**src/rtl/b20_filter_check.sv**
```systemverilog
// b20_filter_check
//   Forward Crypto1 filter evaluator and checker for 20-bit filter-input
//   candidates. Each accepted KEY20 (enumerator bit order) is bit-reversed
//   into k20, split into five nibbles, passed through fa/fb to form the 5-bit
//   Fc input, and then through Fc to give the filter bit and the rank of the
//   Fc input within its preimage list. Results are compared against the
//   expected (bit, IDX) and per-run statistics are kept.
//
// Ports
//   clk, reset        clock, synchronous active-high reset
//   start             1-cycle pulse: flush pipeline, clear stats, latch exp_bit
//   exp_bit           expected filter bit, sampled on start
//   key_valid/ready   input handshake for key20
//   key20             candidate, enumerator bit order
//   out_valid/ready   output handshake
//   out_bit           filter output bit
//   out_sel           Fc input {fa(n4),fb(n3),fa(n2),fa(n1),fb(n0)}
//   out_rank          rank of out_sel in the Fc preimage list for out_bit
//   out_key           key20 that produced this result
//   count             results consumed this run (never exceeds NUM_KEYS)
//   errors            mismatches this run, saturating
//   first_err_key     key20 of the first mismatch, 0 if none
//   err               sticky: errors != 0
//   done              sticky: count reached NUM_KEYS
module b20_filter_check #(
  parameter logic [3:0]  IDX      = 4'd0,
  parameter int unsigned NUM_KEYS = 32768
) (
  input  logic        clk,
  input  logic        reset,
  input  logic        start,
  input  logic        exp_bit,
  input  logic        key_valid,
  output logic        key_ready,
  input  logic [19:0] key20,
  output logic        out_valid,
  input  logic        out_ready,
  output logic        out_bit,
  output logic [4:0]  out_sel,
  output logic [3:0]  out_rank,
  output logic [19:0] out_key,
  output logic [15:0] count,
  output logic [15:0] errors,
  output logic [19:0] first_err_key,
  output logic        err,
  output logic        done
);

  localparam logic [15:0] FA_TBL     = 16'h9E98;
  localparam logic [15:0] FB_TBL     = 16'hB48E;
  localparam logic [31:0] FC_TBL     = 32'hEC57E80A;
  localparam logic [15:0] LAST_COUNT = 16'(NUM_KEYS - 1);

  typedef enum logic [1:0] {
    ST_IDLE,
    ST_RUN,
    ST_DONE
  } state_t;

  state_t      state;
  logic        exp_q;
  logic        s1_valid;
  logic [4:0]  s1_sel;
  logic [19:0] s1_key;

  logic [19:0] k20;
  logic [4:0]  sel_in;
  logic        s2_hold;
  logic        s1_hold;
  logic        accept;
  logic        take;
  logic        mismatch;

  // Rank of each Fc input among the inputs sharing its Fc output value.
  function automatic logic [3:0] rank_of(input logic [4:0] s);
    logic [3:0] r;
    case (s)
      5'd0:  r = 4'd0;   5'd1:  r = 4'd0;   5'd2:  r = 4'd1;   5'd3:  r = 4'd1;
      5'd4:  r = 4'd2;   5'd5:  r = 4'd3;   5'd6:  r = 4'd4;   5'd7:  r = 4'd5;
      5'd8:  r = 4'd6;   5'd9:  r = 4'd7;   5'd10: r = 4'd8;   5'd11: r = 4'd2;
      5'd12: r = 4'd9;   5'd13: r = 4'd3;   5'd14: r = 4'd4;   5'd15: r = 4'd5;
      5'd16: r = 4'd6;   5'd17: r = 4'd7;   5'd18: r = 4'd8;   5'd19: r = 4'd10;
      5'd20: r = 4'd9;   5'd21: r = 4'd11;  5'd22: r = 4'd10;  5'd23: r = 4'd12;
      5'd24: r = 4'd13;  5'd25: r = 4'd14;  5'd26: r = 4'd11;  5'd27: r = 4'd12;
      5'd28: r = 4'd15;  5'd29: r = 4'd13;  5'd30: r = 4'd14;  default: r = 4'd15;
    endcase
    return r;
  endfunction

  always_comb begin
    k20 = '0;
    for (int unsigned i = 0; i < 20; i++) begin
      k20[i] = key20[19 - i];
    end
  end

  always_comb begin
    sel_in = {FA_TBL[k20[19:16]], FB_TBL[k20[15:12]], FA_TBL[k20[11:8]],
              FA_TBL[k20[7:4]], FB_TBL[k20[3:0]]};
  end

  // S1 only stalls when it holds data that S2 cannot take; an empty S1 keeps
  // accepting keys even while S2 is stalled, so nothing is dropped.
  assign s2_hold   = out_valid & ~out_ready;
  assign s1_hold   = s1_valid & s2_hold;
  assign key_ready = (state == ST_RUN) & ~s1_hold;
  assign accept    = key_valid & key_ready;
  assign take      = out_valid & out_ready;
  assign mismatch  = (out_bit != exp_q) | (out_rank != IDX);

  always_ff @(posedge clk) begin
    if (reset) begin
      state         <= ST_IDLE;
      exp_q         <= 1'b0;
      s1_valid      <= 1'b0;
      s1_sel        <= '0;
      s1_key        <= '0;
      out_valid     <= 1'b0;
      out_bit       <= 1'b0;
      out_sel       <= '0;
      out_rank      <= '0;
      out_key       <= '0;
      count         <= '0;
      errors        <= '0;
      first_err_key <= '0;
      err           <= 1'b0;
      done          <= 1'b0;
    end else if (start) begin
      state         <= ST_RUN;
      exp_q         <= exp_bit;
      s1_valid      <= 1'b0;
      out_valid     <= 1'b0;
      count         <= '0;
      errors        <= '0;
      first_err_key <= '0;
      err           <= 1'b0;
      done          <= 1'b0;
    end else begin
      if (!s2_hold) begin
        out_valid <= s1_valid;
        if (s1_valid) begin
          out_sel  <= s1_sel;
          out_bit  <= FC_TBL[s1_sel];
          out_rank <= rank_of(s1_sel);
          out_key  <= s1_key;
        end
      end
      if (!s1_hold) begin
        s1_valid <= accept;
        if (accept) begin
          s1_sel <= sel_in;
          s1_key <= key20;
        end
      end
      // Results drained while in DONE are consumed but leave the stats alone.
      if (take && state == ST_RUN) begin
        count <= count + 16'd1;
        if (mismatch) begin
          if (errors != '1) begin
            errors <= errors + 16'd1;
          end
          if (errors == '0) begin
            first_err_key <= out_key;
          end
          err <= 1'b1;
        end
        if (count == LAST_COUNT) begin
          done  <= 1'b1;
          state <= ST_DONE;
        end
      end
    end
  end

endmodule

```
**config.mk**
```make
export PLATFORM = sky130hd
export DESIGN_NAME = b20_filter_check
export DESIGN_NICKNAME = d
export VERILOG_FILES = /design/src/rtl/b20_filter_check.sv
export SDC_FILE = /design/constraint.sdc
export NUM_CORES = 1
export LEC_CHECK = 0
export BUFFER_PORTS_ARGS = -buffer_cell sky130_fd_sc_hd__buf_4
export CORE_MARGIN = 5
export CORE_UTILIZATION = 54
export DETAILED_ROUTE_END_ITERATION = 10
export PLACE_DENSITY_LB_ADDON = 0.2
export SLEW_MARGIN = 10
export SYNTH_ARGS = -nofsm -noshare
export SYNTH_HDL_FRONTEND = slang
export SYNTH_SLANG_ARGS = --single-unit
```
**constraint.sdc**
```tcl
create_clock -name clk -period 2.8 [get_ports clk]
set_clock_uncertainty 0.15 [all_clocks]
set_input_delay 0.28 -clock clk [delete_from_list [all_inputs] [get_ports clk]]
set_output_delay 0.28 -clock clk [all_outputs]
set_load 0.01 [all_outputs]
```
; ---- Yosys cells after proc, flatten, opt, wreduce, memory -nomap -nowiden
; Memory sizes are Yosys's and may differ from the RTL's. A register that Yosys moved wholly into a read port is not among the register bits.
; Index checks and enable logic that the tools add are counted.
[classes]
add_sub_neg = 2
bitwise_logic = 10
muxes = 3
n_reduce_logical = 13
n_eq_ne = 4
[op_table]
columns = op, count
row1 = 16-bit by 1-bit adder with 16-bit output (second input constant), 2
row2 = 16-bit by 15-bit == test with 1-bit output (second input constant), 1
row3 = 16-bit zero test, 1
row4 = 16-bit inequality test (second input constant), 1
row5 = 3-bit AND reduction, 4
row6 = 2-bit AND reduction, 3
row7 = 1-bit AND, 5
row8 = 1-bit inverter, 4
row9 = 2-bit nonzero test, 2
row10 = 4-bit nonzero test, 1
row11 = 1-bit two-way mux, 3
row12 = 2-bit by 1-bit == test with 1-bit output (second input constant), 1
row13 = 2-bit OR reduction, 1
row14 = 1-bit logical AND, 1
row15 = 1-bit inequality test, 1
row16 = 1-bit OR, 1
[totals]
elab_cells = 51
n_memories = 7
inputBits = 26
reg_bits = 103
rom_bits = 240
[mem_list]
columns = memory, depth, width, read_ports, rd_clocked_by_memory_dff, wr, line_no
row1 = (name not given), 32, 4, 1, 1, 0, 77  ; case (s)
row2 = (name not given), 32, 1, 1, 1, 0, 143  ; out_bit <= FC_TBL[s1_sel];
row3 = (name not given), 16, 1, 1, 1, 0, 99  ; FA_TBL[k20[7:4]], FB_TBL[k20[3:0]]};
row4 = (name not given), 16, 1, 1, 1, 0, 99
row5 = (name not given), 16, 1, 1, 1, 0, 98  ; sel_in = {FA_TBL[k20[19:16]], FB_TBL[k20[15:12]], FA_TBL[k20[11:8]],
row6 = (name not given), 16, 1, 1, 1, 0, 98
row7 = +1 memories, --, --, --, --, --, --

; ---- Logic depth before layout (Yosys ltp)
; Gate-level depths: netlist of run 1.
[logic_depth]
depth_word = 7
mapped_depth = 7
mapped_depth_nobuf = 7

; ---- Least setup slack after synthesis of run 1
; No wires, ideal clock.
[synth_timing]
path_type = flip-flop to flip-flop
from = register errors[0]
to = register errors[13]
period_less_slack_ns = 2.013
stages_incl_launch_ff = 8
setup_slack_ns = 0.787
path_buffers = 1
t_arrival_ns = 1.735
required_ns = 2.522
cell_sequence = dfxtp_1 > ha_1 > and3_1 > and4bb_2 > buf_2 > nor4_1 > xnor2_1 > nor2_1
[synth_via]
elab_chain_len = 2
word_cells_on_any_way = 3
cone_classes = add/sub (1) / eq/ne (1) / reduce/logical (1)
[synth_rtl]
columns = element, line_no
row1 = start: declaration, 43  ; output logic [15:0] errors,
row2 = start signal: assignment, 160  ; errors <= errors + 16'd1;
row3 = "parallel branches: the longest is 2 deep, another holds 16-bit by 1-bit adder with 16-bit output", --
; Several ways; the timed one is not identified.
; A chain may end at the register's enable or synchronous reset.

; ---- Final worst setup path of run 1
[layout_timing]
from = input port out_ready
to = register s1_sel[3]
[layout_via]
elab_chain_len = 7
[layout_rtl]
columns = element, line_no
row1 = start: declaration, 37  ; input logic out_ready,
row2 = 1-bit inverter (*), 104  ; assign s2_hold = out_valid & ~out_ready;
row3 = 1-bit AND (*), 104
row4 = 1-bit AND (*), 105  ; assign s1_hold = s1_valid & s2_hold;
row5 = 1-bit inverter (no line) (*), --
row6 = 1-bit AND, 106  ; assign key_ready = (state == ST_RUN) & ~s1_hold;
row7 = 1-bit AND, 107  ; assign accept = key_valid & key_ready;
row8 = 3-bit AND reduction (no line) (*), --
row9 = end: declaration, 63  ; logic [4:0] s1_sel;
; Mark *: on every way between the ends. The rest lies on a longest branch, timed or not.

==> run metrics, run 1 <==
Non-Filler Instances=between 800 and 900; Final Cycle Share=0.770; count of final setup violators=0; die area=roughly 0.011 mm2; run status=completed; peak supply drop=a little over 400 uV; worst rel slew slack=0.269; core outline area=about 0.0091 mm2; Static Leak=between 2 and 3 nW; Slew @ Worst Pin=1.10 ns; Synth Register Bits=around 110; kind of end point of the critical path=flip-flop; Pins Over Slew Limit=0; Final nets=roughly 770; Top FF cell, synth=dfxtp_1; clock-pin slew on the worst setup and hold paths=roughly 0.060 ns; DR pass1 iterations=4; ANT cells=0; Setup Fix Bufs, Post-CTS=0; crit path DAT=2.45 ns; Clock Sink Count=about 110; Crit Path Category=input pin to flip-flop; Final WS setup=around 0.64 ns; total wire length=around 12000 um; Filler cells=a little under 700; Die H=between 100 and 150 um; clk buf depth=2; WL per Instance=around 15 um; Synth cell types=47; Hold Path Depth=3; register area share after synthesis=0.455; Syn Area/Cell=approximately 8.3 um2; vias in the first global route=4258; Post-synth EDFFs=0; drt drc=0; num rows=35; Min Clock Period, post-route=~2.2 ns; CTS tree=done; initial antenna violation count=0; Root Driver=clkbuf_8; worst hold path class=input pin to flip-flop; Routed Antenna Nets=0; largest net degree at the start of global routing=59; Syn Inst Count=around 600; # IOs=between 100 and 150; Async SR Flop Fraction=0; clk_lat worst skew=approximately 0.5 ns; Overall Global Routing Usage=0.224; overflow left after global routing=0; FF-to-FF path depth=6; clock buffer count from CTS=17; CTS HTree Levels=4; max-cap viol count=0; total power=3.99 mW; 1st-iter DRT viols=182; dpl ws=between 0.7 and 0.8 ns; Startpoint Class=input pin; PwrDens=a little under 600 mW/mm2; Vias/cell=roughly 5.3; syn_nets=about 640; Critical Path Fanout Max=12; layout cells sized above 1=0.220; final hold violations=0; area grow syn2layout=35.4%; HPWL Detailed=roughly 8000 um; RSZ-0062 raised after global routing=no; gpl congestion=~0.87; synth warn=0; first-pass GRT wire length=slightly above 20000 um; fmax=approximately 460 MHz; Synth Cell Area=approximately 0.005 mm2; Worst Path Required=between 3 and 4 ns; Starting Density=0.545; routed vias=roughly 4500; Chip Width=roughly 110 um; setup tns final=0 ns; placed cell count=just under 800; port buffer count=around 110
==> cell usage after synthesis, types with 2 or more instances <==
master,number,share of area
a211oi_1,3,0.0045
a21oi_1,65,0.065
and4_1,3,0.0053
buf_1,3,0.0023
buf_2,4,0.0040
buf_4,2,0.0030
clkbuf_1,24,0.018
dfxtp_1,113,0.46
ha_1,18,0.045
inv_1,22,0.017
mux2i_1,29,0.058
nand2_1,122,0.092
nand3_1,11,0.011
nand3b_1,2,0.0030
nand4_1,7,0.0088
nor2_1,66,0.050
nor2b_1,4,0.0050
nor3_1,14,0.014
nor3b_1,3,0.0045
nor4_1,14,0.018
o211ai_1,7,0.011
o21ai_0,5,0.0050
or3_1,2,0.0025
or4_1,2,0.0030
xnor2_1,21,0.037
xor2_1,8,0.014
==> what timing repair did <==
action                     CTS  global route
setup endpoints to repair    0             0
resized for setup            0             0
hold endpoints to repair    29             0
hold buffers                24             0
==> cell families (layout without fill, tap and decap cells) <==
family | count (synthesis) | after routing | share of synthesized area
flops | 113 | 113 | 0.455
buf+inv | 55 | 195 | 0.0441
compound gates | 87 | 87 | 0.0977
fa+ha+maj | 18 | 18 | 0.0453
simple gates | 263 | 263 | 0.243
xor+xnor | 29 | 29 | 0.0511
mux | 30 | 30 | 0.0630
==> placed cells by master (no fill, tap or decap), types with 3 or more instances in the layout <==
master,synthesis,routed
a211oi_1,3,3
a21oi_1,65,65
and4_1,3,3
buf_4,2,118
bufinv_16,0,3
clkbuf_16,0,16
clkbuf_8,0,6
clkinv_2,0,3
dfxtp_1,113,113
dlygate4sd3_1,0,24
ha_1,18,18
inv_1,22,22
mux2i_1,29,29
nand2_1,122,122
nand3_1,11,11
nand4_1,7,7
nor2_1,66,66
nor2b_1,4,4
nor3_1,14,12
nor3b_1,3,3
nor4_1,14,14
o211ai_1,7,7
o21ai_0,5,5
xnor2_1,21,21
xor2_1,8,8
==> routing by layer <==
layer  part of all wire  wire [um]  GRT usage  vias up
met5                  0          0          0        -
met4              0.019        233     0.0888        0
met3              0.050        616     0.0492       25
met2               0.49       6040      0.377      131
met1               0.44       5480      0.280     2063
li1                   -          -          -     2268
==> per-stage QoR <==
step / util / hold WS, ns / cell area [um2]
6_report: 0.738 / 0.0187 / 6720
5_1_grt: 0.738 / 0.0353 / 6720
4_1_cts: 0.738 / 0.00712 / 6720
3_5_place_dp: 0.645 / 0.293 / 5870
3_3_place_gp: 0.645 / 0.286 / 5870
2_1_floorplan: - / 0.266 / 4970
==> sequential cells by signal, indices dropped and copies added (netlist names) <==
name / count
out_bit: 1
out_valid: 1
state: 2
s1_key: 20
out_sel: 5
out_rank: 4
s1_valid: 1
exp_q: 1
out_key: 20
s1_sel: 5
first_err_key: 20
count: 16
err: 1
errors: 16
==> worst max-delay path, cell delays in order <==
cell and delay [ns]:
dlygate4sd3_1 0.55, buf_4 0.13, and3b_1 0.21, or3_1 0.56
a2111oi_0 0.50, a21oi_1 0.10, nor2_1 0.13
==> where the power goes <==
part	switching, mW	internal (mW)
registers	0.0154	1.62
logic	0.0911	0.0830
clock network	0.714	1.46
total	0.820	3.17
==> path summary, 6_finish.rpt <==
check,from,endpoint,slack (ns)
setup reg to reg,errors[0]$_SDFFE_PP0P_,errors[9]$_SDFFE_PP0P_,0.68
hold / removal,key_valid,s1_valid$_SDFFE_PP0N_,0.02
setup / recovery,out_ready,s1_sel[3]$_SDFFE_PP0P_,0.64
hold reg to reg,s1_key[10]$_SDFFE_PP0P_,out_key[10]$_SDFFE_PP0P_,0.29
==> layout make-up <==
class,instances,area [um2],area share
Tap cell,111,139,0.0207
Multi-Input combinational cell,427,2500,0.372
Sequential cell,113,2260,0.336
Clock inverter,9,129,0.0192
Clock buffer,22,483,0.0718
Timing Repair Buffer,142,1130,0.167
Inverter,22,82.6,0.0123
Note: power is estimated with default switching activity, not from simulation.
==> run 2: changes to the inputs <==
- ABC_AREA: not set -> 1
- CORE_UTILIZATION: 54 -> 55
- clock period: 2.8 -> 2.15 ns (I/O delays scaled with it)
==> run metrics, run 2 <==
WL per Instance=~14 um; Synth Cell Area=roughly 0.0054 mm2; CP Buf/Inv Count=1; CTS HTree Levels=4; CP max-delay cell=nor2_2; Post-Synth Adder-Cell Area=0.0415; Critical Path Fanout Max=11; Root Driver=clkbuf_8; worst hold path class=input pin to flip-flop; commonest non-fill, non-tap cell in the layout=nand2_1; ANT cells=0; port buffer count=roughly 110; main combinational cell family by area after synthesis=simple AND/OR/NAND/NOR gates; crit path launch=errors[0]$_SDFFE_PP0P_; Slew @ Worst Pin=between 0.7 and 0.8 ns; critical path cell sequence=ha_1, nand3_2, inv_1, nand2_1, nor2_1, nor2_2, nand2_1, a21oi_2; Worst Path Required=between 2 and 2.5 ns; clk_lat worst skew=a little over 0.5 ns; overflow left after global routing=0; synth cell count leaders=183 x nand2_1, 140 x nor2_1, 113 x dfxtp_1; Multi-input gate area=~0.0027 mm2; Core Util, Final=0.741; Top FF cell, synth=dfxtp_1; Filler cells=734; HPWL Detailed=around 10000 um; Async SR Flop Fraction=0; initial antenna violation count=0; Met2 Wirelength=around 7100 um; die area=0.0120 mm2; kind of end point of the critical path=flip-flop; vias in the first global route=5039; synth top area cells=dfxtp_1 42%, nand2_1 13%, nor2_1 9.7%; Largest regs=first_err_key: 20 flops, out_key: 20 flops, s1_key: 20 flops; clock-pin slew on the worst setup and hold paths=0.05 ns; Non-Filler Instances=1058; met1 wire length=6410 um; syn_nets=817; count of final setup violators=0; commonest non-fill, non-tap cells in the layout=183 x nand2_1, 138 x nor2_1, 122 x buf_4, 113 x dfxtp_1, 76 x inv_1; Min Clock Period, post-route=approximately 1.9 ns; total wire length=between 10000 and 15000 um; Crit Path Category=flip-flop to flip-flop; Vias/cell=slightly above 5; clock buffer count from CTS=17; top cell type by total area after synthesis=dfxtp_1; mux cell area share after synthesis=0.00553; Compound-Gate Fraction of Synth Area=0.136; Static Leak=3.18 nW; largest stage delay on the critical path=0.39 ns; worst setup path endpoint=errors[2]$_SDFFE_PP0P_; first-pass GRT wire length=between 20000 and 25000 um; Chip Width=109 um; max-cap viol count=0; run status=completed; peak supply drop=~490 uV; DR pass1 iterations=5; Overall Global Routing Usage=0.251; Syn Area/Cell=around 7 um2; routed vias=5408; Max Used Layer=met4; Starting Density=0.561; CTS tree=done; worst rel slew slack=0.520; 1st-iter DRT viols=338; Synth Register Bits=around 110; area grow syn2layout=32.1%; FF-to-FF path depth=8; Synth cell types=35; drt drc=0; core outline area=between 0.009 and 0.01 mm2; gpl congestion=0.866; # IOs=between 100 and 150; PwrDens=711 mW/mm2; Reg2Reg Setup Slack=~0.23 ns; Die H=about 110 um; Final Cycle Share=0.891; Post-Synth Simple-Gate Area=0.304; CP Depth=8; Pins Over Slew Limit=0; placed cell count=roughly 1000; most common cell in the netlist=nand2_1; Storage cell area=approximately 0.0023 mm2; R2R Path Start=errors[0]$_SDFFE_PP0P_; RSZ-0062 raised after global routing=no; reg-to-reg endpoint=errors[2]$_SDFFE_PP0P_; num rows=36; Startpoint Class=flip-flop; crit path DAT=roughly 2.2 ns; CP delay by family, top=simple AND/OR/NAND/NOR gates; post-synthesis xor/xnor area fraction=0.00806; wire length on met3=just under 1000 um; largest net degree at the start of global routing=42; Final nets=956; setup tns final=0 ns; Syn Inst Count=around 770; synth warn=0; clk buf depth=2; Clock Sink Count=between 100 and 150; fmax=about 520 MHz; top-area cell type share of the netlist area=0.417; final hold violations=0; Routed Antenna Nets=0; most frequent CP cell=nand2_1; register area share after synthesis=0.417; Post-synth EDFFs=0; layout cells sized above 1=0.206
-- run 2: repair_timing --
item | 4_1_cts | 5_1_grt
endpoints found under the setup margin | 0 | 12
hold buffers | 24 | 0
setup buffers | 0 | 4
gates resized for setup | 0 | 1
hold endpoints to repair | 32 | 0
-- run 2: area by class of cell --
| type | instances | share of cell area |
|---|---|---|
| well taps | 133 | 0.0232 |
| repair buffers | 147 | 0.164 |
| inverters | 82 | 0.0429 |
| flip-flops and latches | 113 | 0.315 |
| clock inverters | 9 | 0.0150 |
| clock buffers | 23 | 0.0637 |
| multi-input cells | 551 | 0.376 |
-- run 2: report_power, final --
group,internal (mW),switching [mW]
combinational,0.129,0.164
clock,1.71,0.954
sequential,2.12,0.0228
total,3.96,1.14
-- run 2: worst min path at each step --
stage,startpoint,endpoint,slack (ns),cells after the start
6_report,key_valid,s1_valid$_SDFFE_PP0N_,0.02,5
4_1_cts,key_valid,s1_valid$_SDFFE_PP0N_,0.003,5
2_1_floorplan,key20[10],s1_key[10]$_SDFFE_PP0P_,0.21,2
3_5_place_dp,s1_key[16]$_SDFFE_PP0P_,s1_key[16]$_SDFFE_PP0P_,0.31,2
5_1_grt,key_valid,s1_valid$_SDFFE_PP0N_,0.04,5
3_3_place_gp,count[5]$_SDFFE_PP0P_,count[5]$_SDFFE_PP0P_,0.30,2
-- run 2: worst min-delay path, cell delays in order --
cell	delay (ns)
buf_4	0.13
inv_1	0.10
o21ai_0	0.10
nand2_1	0.06
inv_1	0.03
-- run 2: routing by layer --
metal,track usage,vias up
met5,0,-
met4,0.0846,0
met3,0.0546,25
met2,0.424,188
met1,0.318,2452
li1,-,2743
-- run 2: stage by stage --
stage                     worst slack (ns)  power, mW  instance area (um2)  hold WS, ns
after floorplan                      0.463       2.33                 5430        0.208
after global placement               0.114       2.43                 6330        0.299
after detailed placement            0.0334       2.44                 6330        0.306
after CTS                           0.0162       5.12                 7140      0.00330
after global routing                0.0866       5.24                 7170       0.0441
final                                0.235       5.10                 7170       0.0183
-- run 2: logic make-up after synthesis --
group	count (synthesis)
mux	3
xor+xnor	5
simple gates	389
fa+ha+maj	18
compound gates	136
flops	113
buf+inv	109
